[config.mk]
export PLATFORM = sky130hd
export DESIGN_NAME = axis_wb_master
export DESIGN_NICKNAME = d
export VERILOG_FILES = /design/src/rtl/wb_bridge_pkg.sv /design/src/rtl/axis_wb_master.sv
export SDC_FILE = /design/constraint.sdc
export NUM_CORES = 1
export LEC_CHECK = 0
export ABC_AREA = 1
export BUFFER_PORTS_ARGS = -buffer_cell sky130_fd_sc_hd__buf_2
export CAP_MARGIN = 5
export CORE_UTILIZATION = 45
export CTS_BUF_LIST = sky130_fd_sc_hd__clkbuf_4
export DETAILED_ROUTE_END_ITERATION = 12
export GPL_ROUTABILITY_DRIVEN = 0
export GPL_TIMING_DRIVEN = 0
export PLACE_DENSITY = 0.63
export SLEW_MARGIN = 0
export SYNTH_ARGS = -nofsm -noshare
export SYNTH_HDL_FRONTEND = slang
export SYNTH_SLANG_ARGS = --single-unit
export TNS_END_PERCENT = 100
[constraint.sdc]
create_clock -name i_clk -period 2.3 [get_ports i_clk]
set_clock_uncertainty 0.15 [all_clocks]
set_input_delay 0.345 -clock i_clk [delete_from_list [all_inputs] [get_ports i_clk]]
set_output_delay 0.345 -clock i_clk [all_outputs]
set_load 0.05 [all_outputs]
[src/rtl/wb_bridge_pkg.sv]
// Shared types and constants for the AXI-stream to Wishbone byte bridge.
package wb_bridge_pkg;

    // Frame parser / bus-cycle controller states
    typedef enum logic [2:0] {
        S_IDLE      = 3'd0,
        S_ADDR      = 3'd1,
        S_WDATA     = 3'd2,
        S_WB        = 3'd3,
        S_RESP_STAT = 3'd4,
        S_RESP_DATA = 3'd5
    } state_t;

    // Command opcodes
    localparam logic [7:0] OP_WRITE = 8'hA1;
    localparam logic [7:0] OP_READ  = 8'hA2;

    // Status byte values returned ahead of any read data
    localparam logic [7:0] ST_ACK = 8'h00;
    localparam logic [7:0] ST_ERR = 8'h01;
    localparam logic [7:0] ST_RTY = 8'h02;
    localparam logic [7:0] ST_TMO = 8'h03;

    // Resolve simultaneous terminations: err beats rty beats ack; none means watchdog
    function automatic logic [7:0] term_status(input logic ack, input logic err, input logic rty);
        if (err)      return ST_ERR;
        else if (rty) return ST_RTY;
        else if (ack) return ST_ACK;
        else          return ST_TMO;
    endfunction

endpackage

[src/rtl/axis_wb_master.sv]
// axis_wb_master: parses command frames from a byte stream and runs one classic
// Wishbone cycle per frame, answering with a status byte (plus read data on a
// successful read). Optional watchdog: define AXIS_WB_MASTER_TIMEOUT_EN.
module axis_wb_master
    import wb_bridge_pkg::*;
#(
    parameter int ADDR_WIDTH     = 32,
    parameter int DATA_WIDTH     = 32,
    parameter int TIMEOUT_CYCLES = 255
) (
    input  logic                    i_clk,
    input  logic                    i_rst_n,
    input  logic [7:0]              s_axis_data,
    input  logic                    s_axis_valid,
    output logic                    s_axis_ready,
    output logic [7:0]              m_axis_data,
    output logic                    m_axis_valid,
    input  logic                    m_axis_ready,
    output logic [ADDR_WIDTH-1:0]   wb_adr_o,
    output logic [DATA_WIDTH-1:0]   wb_dat_o,
    input  logic [DATA_WIDTH-1:0]   wb_dat_i,
    output logic                    wb_we_o,
    output logic [DATA_WIDTH/8-1:0] wb_sel_o,
    output logic                    wb_stb_o,
    output logic                    wb_cyc_o,
    input  logic                    wb_ack_i,
    input  logic                    wb_err_i,
    input  logic                    wb_rty_i,
    output logic                    o_busy
);

    state_t                  state_q;
    logic [1:0]              cnt_q;       // byte index within the current field
    logic                    is_wr_q;     // opcode of the frame being parsed
    logic [31:0]             adr_sh_q;    // address bytes, shifted in MSB first
    logic [31:0]             rdata_q;     // read data, shifted out MSB first
    logic                    s_rdy_q;
    logic                    m_vld_q;
    logic [7:0]              m_data_q;
    logic [7:0]              status_q;
    logic                    cyc_q;
    logic [ADDR_WIDTH-1:0]   wb_adr_q;
    logic [DATA_WIDTH-1:0]   wb_dat_q;
    logic                    wb_we_q;

    logic                    s_fire;
    logic                    m_fire;
    logic [31:0]             adr_next;
    logic [DATA_WIDTH-1:0]   dat_next;
    logic                    tmo_hit;
    logic                    wb_term;

    assign s_fire   = s_axis_valid & s_rdy_q;
    assign m_fire   = m_vld_q & m_axis_ready;
    assign adr_next = {adr_sh_q[23:0], s_axis_data};
    assign dat_next = {wb_dat_q[DATA_WIDTH-9:0], s_axis_data};

`ifdef AXIS_WB_MASTER_TIMEOUT_EN
    // Watchdog width: 8 bits covers the default, 16 bits for longer limits
    localparam int TMO_W = (TIMEOUT_CYCLES > 255) ? 16 : 8;

    logic [TMO_W-1:0] tmo_q;

    assign tmo_hit = cyc_q && (tmo_q == TMO_W'(TIMEOUT_CYCLES - 1));

    // Count cycles spent with cyc high; cleared whenever the bus is idle
    always_ff @(posedge i_clk) begin
        if (!i_rst_n || !cyc_q || wb_term) tmo_q <= '0;
        else                              tmo_q <= tmo_q + 1'b1;
    end
`else
    assign tmo_hit = 1'b0;
`endif

    assign wb_term = wb_ack_i | wb_err_i | wb_rty_i | tmo_hit;

    // Frame parser, bus cycle and response sequencer with registered outputs
    always_ff @(posedge i_clk) begin
        if (!i_rst_n) begin
            state_q  <= S_IDLE;
            cnt_q    <= 2'd0;
            is_wr_q  <= 1'b0;
            adr_sh_q <= '0;
            rdata_q  <= '0;
            s_rdy_q  <= 1'b0;
            m_vld_q  <= 1'b0;
            m_data_q <= '0;
            status_q <= '0;
            cyc_q    <= 1'b0;
            wb_adr_q <= '0;
            wb_dat_q <= '0;
            wb_we_q  <= 1'b0;
        end else begin
            case (state_q)
                S_IDLE: begin
                    s_rdy_q <= 1'b1;
                    cnt_q   <= 2'd0;
                    // Unknown opcodes are swallowed without a response
                    if (s_fire && (s_axis_data == OP_WRITE || s_axis_data == OP_READ)) begin
                        is_wr_q <= (s_axis_data == OP_WRITE);
                        state_q <= S_ADDR;
                    end
                end
                S_ADDR: begin
                    if (s_fire) begin
                        adr_sh_q <= adr_next;
                        cnt_q    <= cnt_q + 2'd1;
                        if (cnt_q == 2'd3) begin
                            if (is_wr_q) begin
                                state_q <= S_WDATA;
                            end else begin
                                // Read frame complete: start the cycle now
                                wb_adr_q <= adr_next[ADDR_WIDTH-1:0];
                                wb_we_q  <= 1'b0;
                                cyc_q    <= 1'b1;
                                s_rdy_q  <= 1'b0;
                                state_q  <= S_WB;
                            end
                        end
                    end
                end
                S_WDATA: begin
                    if (s_fire) begin
                        cnt_q <= cnt_q + 2'd1;
                        // Write data is shifted straight into the bus data register;
                        // it is only observed once cyc is raised.
                        wb_dat_q <= dat_next;
                        if (cnt_q == 2'd3) begin
                            wb_adr_q <= adr_sh_q[ADDR_WIDTH-1:0];
                            wb_we_q  <= 1'b1;
                            cyc_q    <= 1'b1;
                            s_rdy_q  <= 1'b0;
                            state_q  <= S_WB;
                        end
                    end
                end
                S_WB: begin
                    if (wb_term) begin
                        cyc_q    <= 1'b0;
                        status_q <= term_status(wb_ack_i, wb_err_i, wb_rty_i);
                        m_data_q <= term_status(wb_ack_i, wb_err_i, wb_rty_i);
                        m_vld_q  <= 1'b1;
                        if (wb_ack_i && !wb_err_i && !wb_rty_i)
                            rdata_q <= wb_dat_i[31:0];
                        state_q  <= S_RESP_STAT;
                    end
                end
                S_RESP_STAT: begin
                    if (m_fire) begin
                        cnt_q <= 2'd0;
                        if (status_q == ST_ACK && !wb_we_q) begin
                            m_data_q <= rdata_q[31:24];
                            rdata_q  <= {rdata_q[23:0], 8'h00};
                            state_q  <= S_RESP_DATA;
                        end else begin
                            m_vld_q <= 1'b0;
                            s_rdy_q <= 1'b1;
                            state_q <= S_IDLE;
                        end
                    end
                end
                S_RESP_DATA: begin
                    if (m_fire) begin
                        cnt_q <= cnt_q + 2'd1;
                        if (cnt_q == 2'd3) begin
                            m_vld_q <= 1'b0;
                            s_rdy_q <= 1'b1;
                            state_q <= S_IDLE;
                        end else begin
                            m_data_q <= rdata_q[31:24];
                            rdata_q  <= {rdata_q[23:0], 8'h00};
                        end
                    end
                end
                default: begin
                    state_q <= S_IDLE;
                    cyc_q   <= 1'b0;
                    m_vld_q <= 1'b0;
                    s_rdy_q <= 1'b1;
                end
            endcase
        end
    end

    assign s_axis_ready = s_rdy_q;
    assign m_axis_valid = m_vld_q;
    assign m_axis_data  = m_data_q;
    assign wb_cyc_o     = cyc_q;
    assign wb_stb_o     = cyc_q;
    assign wb_sel_o     = {(DATA_WIDTH/8){cyc_q}};
    assign wb_adr_o     = wb_adr_q;
    assign wb_dat_o     = wb_dat_q;
    assign wb_we_o      = wb_we_q;
    assign o_busy       = (state_q != S_IDLE);

endmodule
==> reports/metrics.sh, run 1 <==
CTS_TREE='built'
SYNTH-SEQ-AREA-SHARE_PCT=46.2
P_COMB_SHARE_PCT=45.0
SYNTH_TOP_AREA_CELL='dfxtp_1'
MOSTFREQUENTLAYOUTCELL='nand2_1'
CP_DATA_REQUIRED_TIME_PS=1800
RUN_STATUS='complete, no violations'
SYN-MEAN-INSTANCE-AREA_UM2=6.97
VIAS_PER_INSTANCE=5.04
DETAILED_ROUTE_WL_UM=18000
SETUP_VIOL=0
REMAINING_DRC_ERRORS=0
DETAIL_ROUTE.FIRST_PASS.ITERATIONS=5
TIMING.FINAL.CRIT_SHARE_PCT=92.1
LAYOUT-DRIVE-GT1-SHARE_PCT=18.3
RSZ_0062_RAISED_AFTER_GLOBAL_ROUTING='no'
CRITICAL_PATH_ARRIVAL_PS=1620
MULTI_INPUT_AREA_UM2=2920
POWER.SEQUENTIAL.FRACTION_PCT=35.9
NET-SWITCHING-POWER_mW=3.86
DRT_ANTENNA_NET_COUNT=0
DIEAREA_UM2=14700
ANTENNA_FOUND_INITIAL=0
HALF_PERIMETER_WIRE_LENGTH_OF_THE_DETAILED_PLACEMENT_RESULT_UM=12500
GRT_MAX_DEGREE=17
STD_CELL_ROWS=43
CTS-BUFFERS-INSERTED=17
SETUP_TOTAL_NEGATIVE_SLACK_PS=0
PORTBUFFERS=128
CTSHTREEMAXLEVEL=4
SYNTH_AREA_LEADERS='dfxtp_1 (46%), nand2_1 (16%), a21oi_1 (11%)'
PIN_COUNT=129
GRT_TOTAL_OVFL=0
MAX_FREQ_GHz=0.472
CRITICAL_PATH.REG2REG.STARTPOINT='state_q[2]$_SDFFE_PN0P_'
VDD_IR_DROP_MAX_V=0.000503
REG2REG_DEPTH=8
FINALHOLDVIOLCOUNT=0
SYNTH-WARNING-COUNT=0
MAX_CAP_VIOLATIONS=0
SEQ_CELLS_POST_SYNTH=148
POWER_DENSITY_nW_PER_UM2=1070
CTS.SINKS=148
HOLD-PATH-ENDPOINT='rdata_q[8]$_SDFFE_PN0P_'
P_INT_mW=4.60
YS_TYPES=24
CLOCK_POWER_SHARE_PCT=19.1
CLKTRANSATPATHREGS_PS=130
FILLER_CELL_COUNT=1431
HOLD-PATH-CELL-COUNT=5
FIRST_GLOBAL_VIAS=5767
SYN_TO_FINAL_GROWTH_PCT=23.7
GLOBAL_ROUTE_WIRE_LENGTH_BEFORE_REPAIR_UM=28900
START_UTIL_PCT=46.2
POWER_mW=8.47
CRITICAL_PATH.STARTPOINT_TYPE='flip-flop'
REGTOREGENDPOINT='wb_dat_o[27]$_SDFFE_PN0P_'
MAX-CLOCK-PATH-BUFFERS=2
NETLIST_AREA_UM2=6410
SYNTHDOMINANTCELLAREASHARE_PCT=46.2
COUNT_OF_PINS_OVER_THEIR_SLEW_LIMIT=0
WORST_MARGIN_SLEW_PS=682
SYNTH.NET_COUNT=967
WORSTPATHMAXFANOUT=8
R2R_SETUP_SLACK_PS=250
MAX-SLEW-MARGIN-REL_PCT=54.5
POST-ROUTE-MIN-PERIOD_PS=2120
FIN_NETS=1151
GRT_USAGE_PCT=25.1
TOTAL_LEAKAGE_POWER_nW=3.40
INSERTEDDIODECOUNT=0
WL_PER_CELL_UM=13.9
WORST-SETUP-PATH-TYPE='flip-flop to output pin'
DETAILEDROUTE.FIRSTITERATIONVIOLATIONS=424
HORIZONTAL_DIE_DIMENSION_UM=121
FP.COREAREA_UM2=13900
SYNTHESIS.INSTANCES=919
POST_CTS_BUFFERS=0
MOST-COMMON-LAYOUT-CELLS='nand2_1 (272), dfxtp_1 (148), buf_2 (142)'
CLOCK_LATENCY_ON_THE_WORST_SKEW_PAIR_PS=570
MIN_PATH_TYPE='input port to flip-flop'
CLOCK_ROOT_BUFFER='clkbuf_4'
VIA_COUNT=6535
SEQUENTIAL_CELL_AREA_UM2=2960
POWER.SWITCHING_FRACTION_PCT=45.6
MIN-DELAY-START='wb_dat_i[8]'
WORST_SETUP_PATH_END_KIND='output pin'
DIE_H_UM=121
cell usage after synthesis (all sizes together):
library cell    n
nand3          95
clkinv          1
a21oi         136
clkbuf         36
nor2           55
xor2            1
nand4           4
nand2         277
inv            51
nor3            3
ha              1
dfxtp         148
buf            33
and2            1
mux2i           1
o21ai          76
flip-flops by register name, indices dropped and copies added, names as in the netlist:
signal,flops
wb_we_o,1
s_axis_ready,1
status_q,2
wb_cyc_o,1
adr_sh_q,32
state_q,3
is_wr_q,1
m_axis_data,8
m_axis_valid,1
rdata_q,32
cnt_q,2
wb_dat_o,32
wb_adr_o,32
layout make-up:
| class | instances | share of cell area [%] |
|---|---|---|
| multi-input cells | 650 | 36.8 |
| clock buffers | 18 | 1.71 |
| well taps | 180 | 2.84 |
| clock inverters | 14 | 1.75 |
| flip-flops and latches | 148 | 37.4 |
| inverters | 52 | 2.46 |
| plain buffers | 69 | 4.23 |
| repair buffers | 165 | 12.8 |
cells by family (layout without fill, tap and decap cells):
logic type / count (synthesis) / count (layout) / synth area share [%]
and+or+nand+nor: 435 / 435 / 28.5
AOI/OAI and AO/OA: 212 / 212 / 16.6
DFF: 148 / 148 / 46.2
buffers and inverters: 121 / 318 / 8.26
adders and majority gates: 1 / 1 / 0.195
xor gates and xnor gates: 1 / 1 / 0.137
muxes: 1 / 1 / 0.156
metrics by stage:
| step | area, um2 | setup WS [ps] | std cells | util, % | hold slack (ps) |
|---|---|---|---|---|---|
| 3_3_place_gp | 7270 | 252 | 1227 | 52.4 | 285 |
| 2_1_floorplan | 6410 | 520 | 919 | - | 275 |
| 5_1_grt | 7930 | 51.1 | 1296 | 57.1 | 43.4 |
| 3_5_place_dp | 7270 | 255 | 1227 | 52.4 | 292 |
| 6_report | 7930 | 182 | 1296 | 57.1 | 44.9 |
| 4_1_cts | 7920 | 52.5 | 1296 | 57.0 | 0.756 |
critical path, cell delays in order, from the launching register on:
cell and delay [ps]:
dfxtp_1 320, buf_2 180, nor2_1 190, nand2_2 130, clkbuf_4 240
power by group through the flow:
stage	registers, mW	clock network (mW)	logic [mW]
CTS	3.04	1.65	3.80
floorplan	3.42	0	2.46
global placement	3.09	0	3.72
finish	3.04	1.62	3.81
detailed placement	3.10	0	3.74
global route	3.08	1.76	4.23
metal layers:
metal,GRT usage [%],vias up,share of wire (%)
met5,0,-,0
met4,8.33,0,1.6
met3,5.50,26,5.8
met2,37.6,205,45
met1,35.4,2938,48
li1,-,3366,-
worst max path at each step:
stage,startpoint,end,cells after the start
floorplan,s_axis_ready$_SDFFE_PN0P_,adr_sh_q[12]$_SDFFE_PN0P_,6
global placement,state_q[2]$_SDFFE_PN0P_,wb_adr_o[17]$_SDFFE_PN0P_,8
detailed placement,i_rst_n,wb_dat_o[27]$_SDFFE_PN0P_,5
CTS,state_q[2]$_SDFFE_PN0P_,o_busy,4
global route,state_q[2]$_SDFFE_PN0P_,o_busy,4
finish,state_q[2]$_SDFFE_PN0P_,o_busy,4
timing repair:
action                                  in CTS  in global routing
resized for setup                            0                  4
hold buffers                                37                  0
endpoints found under the setup margin       0                  1
hold endpoints to repair                    46                  0
(Power assumes the default switching activity.)
==> inputs of run 2 (changes only) <==
==> constraint.sdc (replaced) <==
create_clock -name i_clk -period 2.3 [get_ports i_clk]
set_clock_uncertainty 0.15 [all_clocks]
set_input_delay 0.46 -clock i_clk [delete_from_list [all_inputs] [get_ports i_clk]]
set_output_delay 0.46 -clock i_clk [all_outputs]
set_load 0.05 [all_outputs]
==> reports/metrics.sh, run 2 (synthesis gave the netlist of run 1 again) <==
CP_DATA_REQUIRED_TIME_PS=1690  # -110 ps
PLACED_INST_AREA_UM2=7270  # unchanged
GRT_TOTAL_OVFL=0  # unchanged
LAYOUT.CELLS.NON_FILLER=1274  # -1.7%
LAYOUT-DRIVE-GT1-SHARE_PCT=18.6  # +0.37 points
CTSHTREEMAXLEVEL=4  # unchanged
WORST_MARGIN_SLEW_PS=661  # -21.2 ps
MAX_FREQ_GHz=0.465  # -1.5%
VIAS_PER_INSTANCE=5.04  # about the same
DETAIL_ROUTE.FIRST_PASS.ITERATIONS=7  # +2
POWER.SWITCHING_FRACTION_PCT=45.7  # +0.064 points
MAX-CLOCK-PATH-BUFFERS=2  # unchanged
FIN_NETS=1129  # -1.9%
SETUP_VIOL=0  # unchanged
CTS_TREE='built'
CRITPATHSLOWESTCELL='dfxtp_1'
WORSTPATHCELLLIST='buf_2 -> nor2_2 -> nand2_2 -> buf_6'
STD_CELL_ROWS=43  # unchanged
ANTENNA_FOUND_INITIAL=0  # unchanged
R2R_SETUP_SLACK_PS=240  # about the same
FINALHOLDVIOLCOUNT=0  # unchanged
CLOCK_LATENCY_ON_THE_WORST_SKEW_PAIR_PS=570  # about the same
MOSTFREQUENTLAYOUTCELL='nand2_1'
P_INT_mW=4.59  # -0.28%
PLACED_CELL_COUNT=1227  # unchanged
MAX-SLEW-MARGIN-REL_PCT=55.9  # +1.4 points
CLOCK_POWER_SHARE_PCT=19.1  # about the same
SETUP_TOTAL_NEGATIVE_SLACK_PS=0  # unchanged
TOTAL_LEAKAGE_POWER_nW=3.30  # -2.7%
CLOCK_ROOT_BUFFER='clkbuf_4'
CLKTRANSATPATHREGS_PS=130  # about the same
DIEAREA_UM2=14700  # unchanged
POST_CTS_BUFFERS=0  # unchanged
GRT_USAGE_PCT=24.5  # -0.57 points
DIE_H_UM=121  # unchanged
DETAILED_ROUTE_WL_UM=17700  # -2.1%
FP.COREAREA_UM2=13900  # unchanged
PIN_COUNT=129  # unchanged
WL_PER_CELL_UM=13.9  # -0.41%
GRT_MAX_DEGREE=17  # unchanged
GLOBAL_ROUTE_WIRE_LENGTH_BEFORE_REPAIR_UM=28200  # -2.2%
POST-ROUTE-CELL-AREA_UM2=7710  # -2.7%
VDD_IR_DROP_MAX_V=0.000506  # +0.54%
POST-ROUTE-MIN-PERIOD_PS=2150  # +31.6 ps
WORSTPATHMAXFANOUT=8  # unchanged
RUN_STATUS='complete, no violations'
FIRST_GLOBAL_VIAS=5612  # -2.7%
HALF_PERIMETER_WIRE_LENGTH_OF_THE_DETAILED_PLACEMENT_RESULT_UM=12500  # unchanged
CTS.SINKS=148  # unchanged
MAX_STAGE_DELAY_PS=320  # about the same
SYN_TO_FINAL_GROWTH_PCT=20.3
P_COMB_SHARE_PCT=44.9  # about the same
POWER.SEQUENTIAL.FRACTION_PCT=36.0  # about the same
PORTBUFFERS=128  # unchanged
RSZ_0062_RAISED_AFTER_GLOBAL_ROUTING='no'
REMAINING_DRC_ERRORS=0  # unchanged
TIMING.FINAL.CRIT_SHARE_PCT=93.5  # +1.4 points
CTS-BUFFERS-INSERTED=17  # unchanged
START_UTIL_PCT=46.2  # unchanged
HORIZONTAL_DIE_DIMENSION_UM=121  # unchanged
MAX_CAP_VIOLATIONS=0  # unchanged
CRITICAL_PATH.STARTPOINT_TYPE='flip-flop'
FINISH.UTILIZATION_PCT=55.5  # -1.6 points
CRITICAL_PATH_ARRIVAL_PS=1540  # -80 ps
NET-SWITCHING-POWER_mW=3.86  # about the same
COUNT_OF_PINS_OVER_THEIR_SLEW_LIMIT=0  # unchanged
VIA_COUNT=6420  # -1.8%
DRT_ANTENNA_NET_COUNT=0  # unchanged
MIN_PATH_TYPE='input port to flip-flop'
DETAILEDROUTE.FIRSTITERATIONVIOLATIONS=497  # +17%
MOST-COMMON-LAYOUT-CELLS='nand2_1 (272), dfxtp_1 (148), buf_2 (142)'
INSERTEDDIODECOUNT=0  # unchanged
WORST-SETUP-PATH-TYPE='flip-flop to output pin'
POWER_DENSITY_nW_PER_UM2=1100  # +2.6%
WORST_SETUP_PATH_END_KIND='output pin'
run 2: changes by cell type in the layout (fill, tap and decap cells not counted), sizes merged:
cell / previous run / this run
buf: 160 / 161
clkbuf: 55 / 54
dlygate4sd3: 37 / 15
run 2: cell type report:
cell class	count	area [um2]
multi-input cells	650	2920
clock buffers	18	135
inverters	52	195
well taps	180	225
clock inverters	14	139
plain buffers	69	334
repair buffers	143	797
fillers	1454	6170
flip-flops and latches	148	2960
run 2: worst max-delay path: cells and delay by family (launching register included):
family	cells	cell delay, ps
flops	1	320
simple gates	2	290
buf+inv	2	360
run 2: power groups by stage:
| stage | logic, mW | registers [mW] | clock network (mW) |
|---|---|---|---|
| 2_1_floorplan | 2.46 | 3.42 | 0 |
| 3_3_place_gp | 3.72 | 3.09 | 0 |
| 3_5_place_dp | 3.74 | 3.10 | 0 |
| 4_1_cts | 3.79 | 3.04 | 1.65 |
| 5_1_grt | 4.21 | 3.08 | 1.76 |
| 6_report | 3.79 | 3.04 | 1.62 |
run 2: repair_timing:
item / 4_1_cts / 5_1_grt
endpoints found under the hold margin: 17 / 0
setup endpoints to repair: 1 / 1
hold buffers: 15 / 0
resized for setup: 2 / 2
run 2: metal layers:
layer | up-vias | track usage [%] | routed length [um]
li1 | 3327 | - | -
met1 | 2885 | 35.1 | 8620
met2 | 189 | 36.8 | 7860
met3 | 19 | 5.36 | 1000
met4 | 0 | 6.94 | 174
met5 | - | 0 | 0
run 2: final timing paths:
kind | startpoint | endpoint | cells after the start
max | state_q[2]$_SDFFE_PN0P_ | o_busy | 4
min | s_axis_data[6] | wb_dat_o[6]$_SDFFE_PN0P_ | 3
max reg2reg | state_q[2]$_SDFFE_PN0P_ | wb_adr_o[17]$_SDFFE_PN0P_ | 8
min reg2reg | status_q[1]$_SDFFE_PN0P_ | status_q[1]$_SDFFE_PN0P_ | 2
run 2: through the flow:
stage | hold slack [ps] | worst slack [ps] | total power, mW
2_1_floorplan | 275 | 520 | 5.88
3_3_place_gp | 285 | 165 | 6.81
3_5_place_dp | 292 | 140 | 6.83
4_1_cts | 4.14 | 27.1 | 8.48
5_1_grt | 30.6 | 65.7 | 9.05
6_report | 47.2 | 150 | 8.45
==> inputs of run 3 (changes only) <==
--- a/config.mk
+++ b/config.mk
@@ -5,15 +5,16 @@
 export SDC_FILE = /design/constraint.sdc
 export NUM_CORES = 1
 export LEC_CHECK = 0
-export ABC_AREA = 1
+export ABC_AREA = 0
 export BUFFER_PORTS_ARGS = -buffer_cell sky130_fd_sc_hd__buf_2
 export CAP_MARGIN = 5
+export CORE_MARGIN = 4
 export CORE_UTILIZATION = 45
 export CTS_BUF_LIST = sky130_fd_sc_hd__clkbuf_4
 export DETAILED_ROUTE_END_ITERATION = 12
 export GPL_ROUTABILITY_DRIVEN = 0
 export GPL_TIMING_DRIVEN = 0
-export PLACE_DENSITY = 0.63
+export PLACE_DENSITY = 0.64
 export SLEW_MARGIN = 0
 export SYNTH_ARGS = -nofsm -noshare
 export SYNTH_HDL_FRONTEND = slang
==> reports/metrics.sh, run 3 <==
MOST-COMMON-LAYOUT-CELLS='nand2_1 (248), dfxtp_1 (145), buf_2 (139)'
GLOBAL_ROUTE_WIRE_LENGTH_BEFORE_REPAIR_UM=29300  # +4.0%
SETUP_TOTAL_NEGATIVE_SLACK_PS=0  # unchanged
SEQUENTIAL_CELL_AREA_UM2=2970  # +0.21%
PLACED_CELL_COUNT=1090  # -11%
WORST_SETUP_PATH_STARTPOINT='state_q[1]$_SDFFE_PN0P_'
CRITICAL_PATH.STARTPOINT_TYPE='flip-flop'
MAX-SLEW-MARGIN-REL_PCT=53.2  # -2.7 points
MAX-CLOCK-PATH-BUFFERS=2  # unchanged
POWER_DENSITY_nW_PER_UM2=666  # -39%
LAYOUT-DRIVE-GT1-SHARE_PCT=23.0  # +4.4 points
MIN_PATH_TYPE='input port to flip-flop'
CTSHTREEMAXLEVEL=4  # unchanged
GRT_MAX_DEGREE=17  # unchanged
WL_PER_CELL_UM=15.8  # +14%
MAX_FREQ_GHz=0.447  # -3.9%
FILLER_CELL_COUNT=1279  # -12%
FINISH.UTILIZATION_PCT=58.6  # +3.0 points
PORTBUFFERS=128  # unchanged
MAX_CAP_VIOLATIONS=0  # unchanged
POST-ROUTE-CELL-AREA_UM2=7880  # +2.2%
SYNTHDOMINANTCELLAREASHARE_PCT=47.4  # +1.1 points
YS_DOMINANT_REG_CELL='dfxtp_1'
MOSTFREQUENTLAYOUTCELL='nand2_1'
SYNTH_TOP_AREA_CELL='dfxtp_1'
CLOCK_LATENCY_ON_THE_WORST_SKEW_PAIR_PS=550  # -20 ps
CTS-BUFFERS-INSERTED=17  # unchanged
DETAILED_ROUTE_WL_UM=18200  # +3.3%
SYN-MEAN-INSTANCE-AREA_UM2=7.96  # +14%
CRITICAL_PATH_ARRIVAL_PS=1630  # +90 ps
DETAIL_ROUTE.FIRST_PASS.ITERATIONS=7  # unchanged
MULTI_INPUT_AREA_UM2=3020  # +3.5%
WORSTPATHMAXFANOUT=10  # +2
TIMING.FINAL.CRIT_SHARE_PCT=97.2  # +3.7 points
SYNTH-EDFF-COUNT=0  # unchanged
START_UTIL_PCT=46.5  # +0.33 points
REMAINING_DRC_ERRORS=0  # unchanged
COUNT_OF_PINS_OVER_THEIR_SLEW_LIMIT=0  # unchanged
ANTENNA_FOUND_INITIAL=1  # +1
YOSYSMOSTFREQUENTCELL='nand2_1'
SYNTH.NET_COUNT=834  # -14%
HORIZONTAL_DIE_DIMENSION_UM=126  # +3.8%
WORST_MARGIN_SLEW_PS=702  # +40.7 ps
CRITICAL_PATH.REG2REG.STARTPOINT='state_q[1]$_SDFFE_PN0P_'
POSTLAYOUTSETUPSLACKWORST_PS=63.9  # -86.2 ps
CTS_TREE='built'
WORST-SETUP-PATH-TYPE='flip-flop to output pin'
VDD_IR_DROP_MAX_V=0.000272  # -46%
SYNTHESIS.INSTANCES=786  # -14%
INSERTEDDIODECOUNT=0  # unchanged
CP_DATA_REQUIRED_TIME_PS=1690  # about the same
POWER_mW=5.25  # -38%
SYNTHARSTFLOPSHARE_PCT=0  # unchanged
PRECTSSETUPSLACK_PS=-230  # -370 ps
POST-ROUTE-MIN-PERIOD_PS=2240  # +86.2 ps
VIAS_PER_INSTANCE=5.48  # +8.7%
FINALHOLDVIOLCOUNT=0  # unchanged
TOTAL_LEAKAGE_POWER_nW=2.93  # -11%
SYN_TO_FINAL_GROWTH_PCT=26.0
SYNTH_AREA_LEADERS='dfxtp_1 (47%), nand2_1 (15%), a21oi_1 (8.8%)'
SYNTH-SEQ-AREA-SHARE_PCT=47.4  # +1.1 points
GRT_USAGE_PCT=22.4  # -2.1 points
SETUP_VIOL=0  # unchanged
LAYOUT.CELLS.NON_FILLER=1157  # -9.2%
RUN_STATUS='complete, no violations'
PIN_COUNT=129  # unchanged
FINAL_WORST_HOLD_SLACK_PS=42.1  # -5.11 ps
RSZ_0062_RAISED_AFTER_GLOBAL_ROUTING='yes'
STD_CELL_ROWS=42  # -2.3%
SYNTH-WARNING-COUNT=0  # unchanged
HALF_PERIMETER_WIRE_LENGTH_OF_THE_DETAILED_PLACEMENT_RESULT_UM=13400  # +6.5%
MIN-DELAY-START='s_axis_data[5]'
YS_TYPES=53  # +120%
CTS.SINKS=148  # unchanged
DIEAREA_UM2=15900  # +7.7%
CLOCK_ROOT_BUFFER='clkbuf_4'
VIA_COUNT=6337  # -1.3%
DETAILEDROUTE.FIRSTITERATIONVIOLATIONS=448  # -9.9%
SYNTH_COMMON_CELLS='nand2_1 (248), dfxtp_1 (148), a21oi_1 (110), a311oi_1 (47), clkbuf_1 (44)'
NETLIST_AREA_UM2=6260  # -2.4%
PLACED_INST_AREA_UM2=7120  # -2.2%
FIRST_GLOBAL_VIAS=5992  # +6.8%
FP.COREAREA_UM2=13500  # -3.1%
DIE_H_UM=126  # +3.8%
SEQ_CELLS_POST_SYNTH=148  # unchanged
WORST_SETUP_PATH_END_KIND='output pin'
DRT_ANTENNA_NET_COUNT=0  # unchanged
CLKTRANSATPATHREGS_PS=120  # about the same
GRT_TOTAL_OVFL=0  # unchanged
FIN_NETS=1016  # -10%
==> run 3: cell count changes after synthesis, sizes merged, moves of 12 or more <==
cell,previous run,this run
a21oi,136,110
a311oi,0,57
inv,51,3
nand2,277,248
nand3,95,9
nor2,55,43
o21ai,76,23
==> run 3: worst paths after layout <==
check	to	slack [ps]	depth (start not counted)
worst max-delay path	o_busy	60	3
worst min-delay path	adr_sh_q[5]$_SDFFE_PN0P_	40	3
worst max register to register	wb_adr_o[27]$_SDFFE_PN0P_	100	6
worst min register to register	wb_dat_o[27]$_SDFFE_PN0P_	310	2
==> run 3: worst max-delay path: stages, from the launching register on <==
cell	delay [ps]
dfxtp_4	380
buf_6	140
or3_4	400
buf_8	170
==> run 3: power by group <==
group / internal [mW] / switching, mW / leakage, nW
Clock: 0.883 / 0.942 / 0.160
Sequential: 2.60 / 0.0466 / 1.19
Combinational: 0.285 / 0.490 / 1.58
==> run 3: kinds of logic after synthesis <==
logic type,after synthesis,synth area share [%]
xor gates and xnor gates,2,0.280
buffers and inverters,72,5.16
adders and majority gates,1,0.200
AOI/OAI and AO/OA,213,22.9
muxes,3,0.480
and+or+nand+nor,347,23.7
DFF,148,47.4
==> run 3: area by class of cell <==
class	instances	area share (%)
clock buffers	19	1.81
repair buffers	164	12.6
multi-input cells	566	38.4
plain buffers	68	4.32
well taps	176	2.79
clock inverters	13	2.33
inverters	3	0.143
flip-flops and latches	148	37.7
==> run 3: per-layer routing <==
metal,track usage [%],vias up,share of wire [%]
li1,-,3113,-
met1,29.7,2983,45
met2,35.8,211,47
met3,5.59,28,6.8
met4,7.57,2,1.5
met5,0,-,0.038
==> run 3: repair_timing <==
item                                   in CTS  in global routing
endpoints found under the hold margin      28                  0
setup endpoints to repair                  50                120
gates resized for setup                    14                 17
hold buffers                               28                  0
setup buffers                               3                  5
pin swaps                                   1                  3
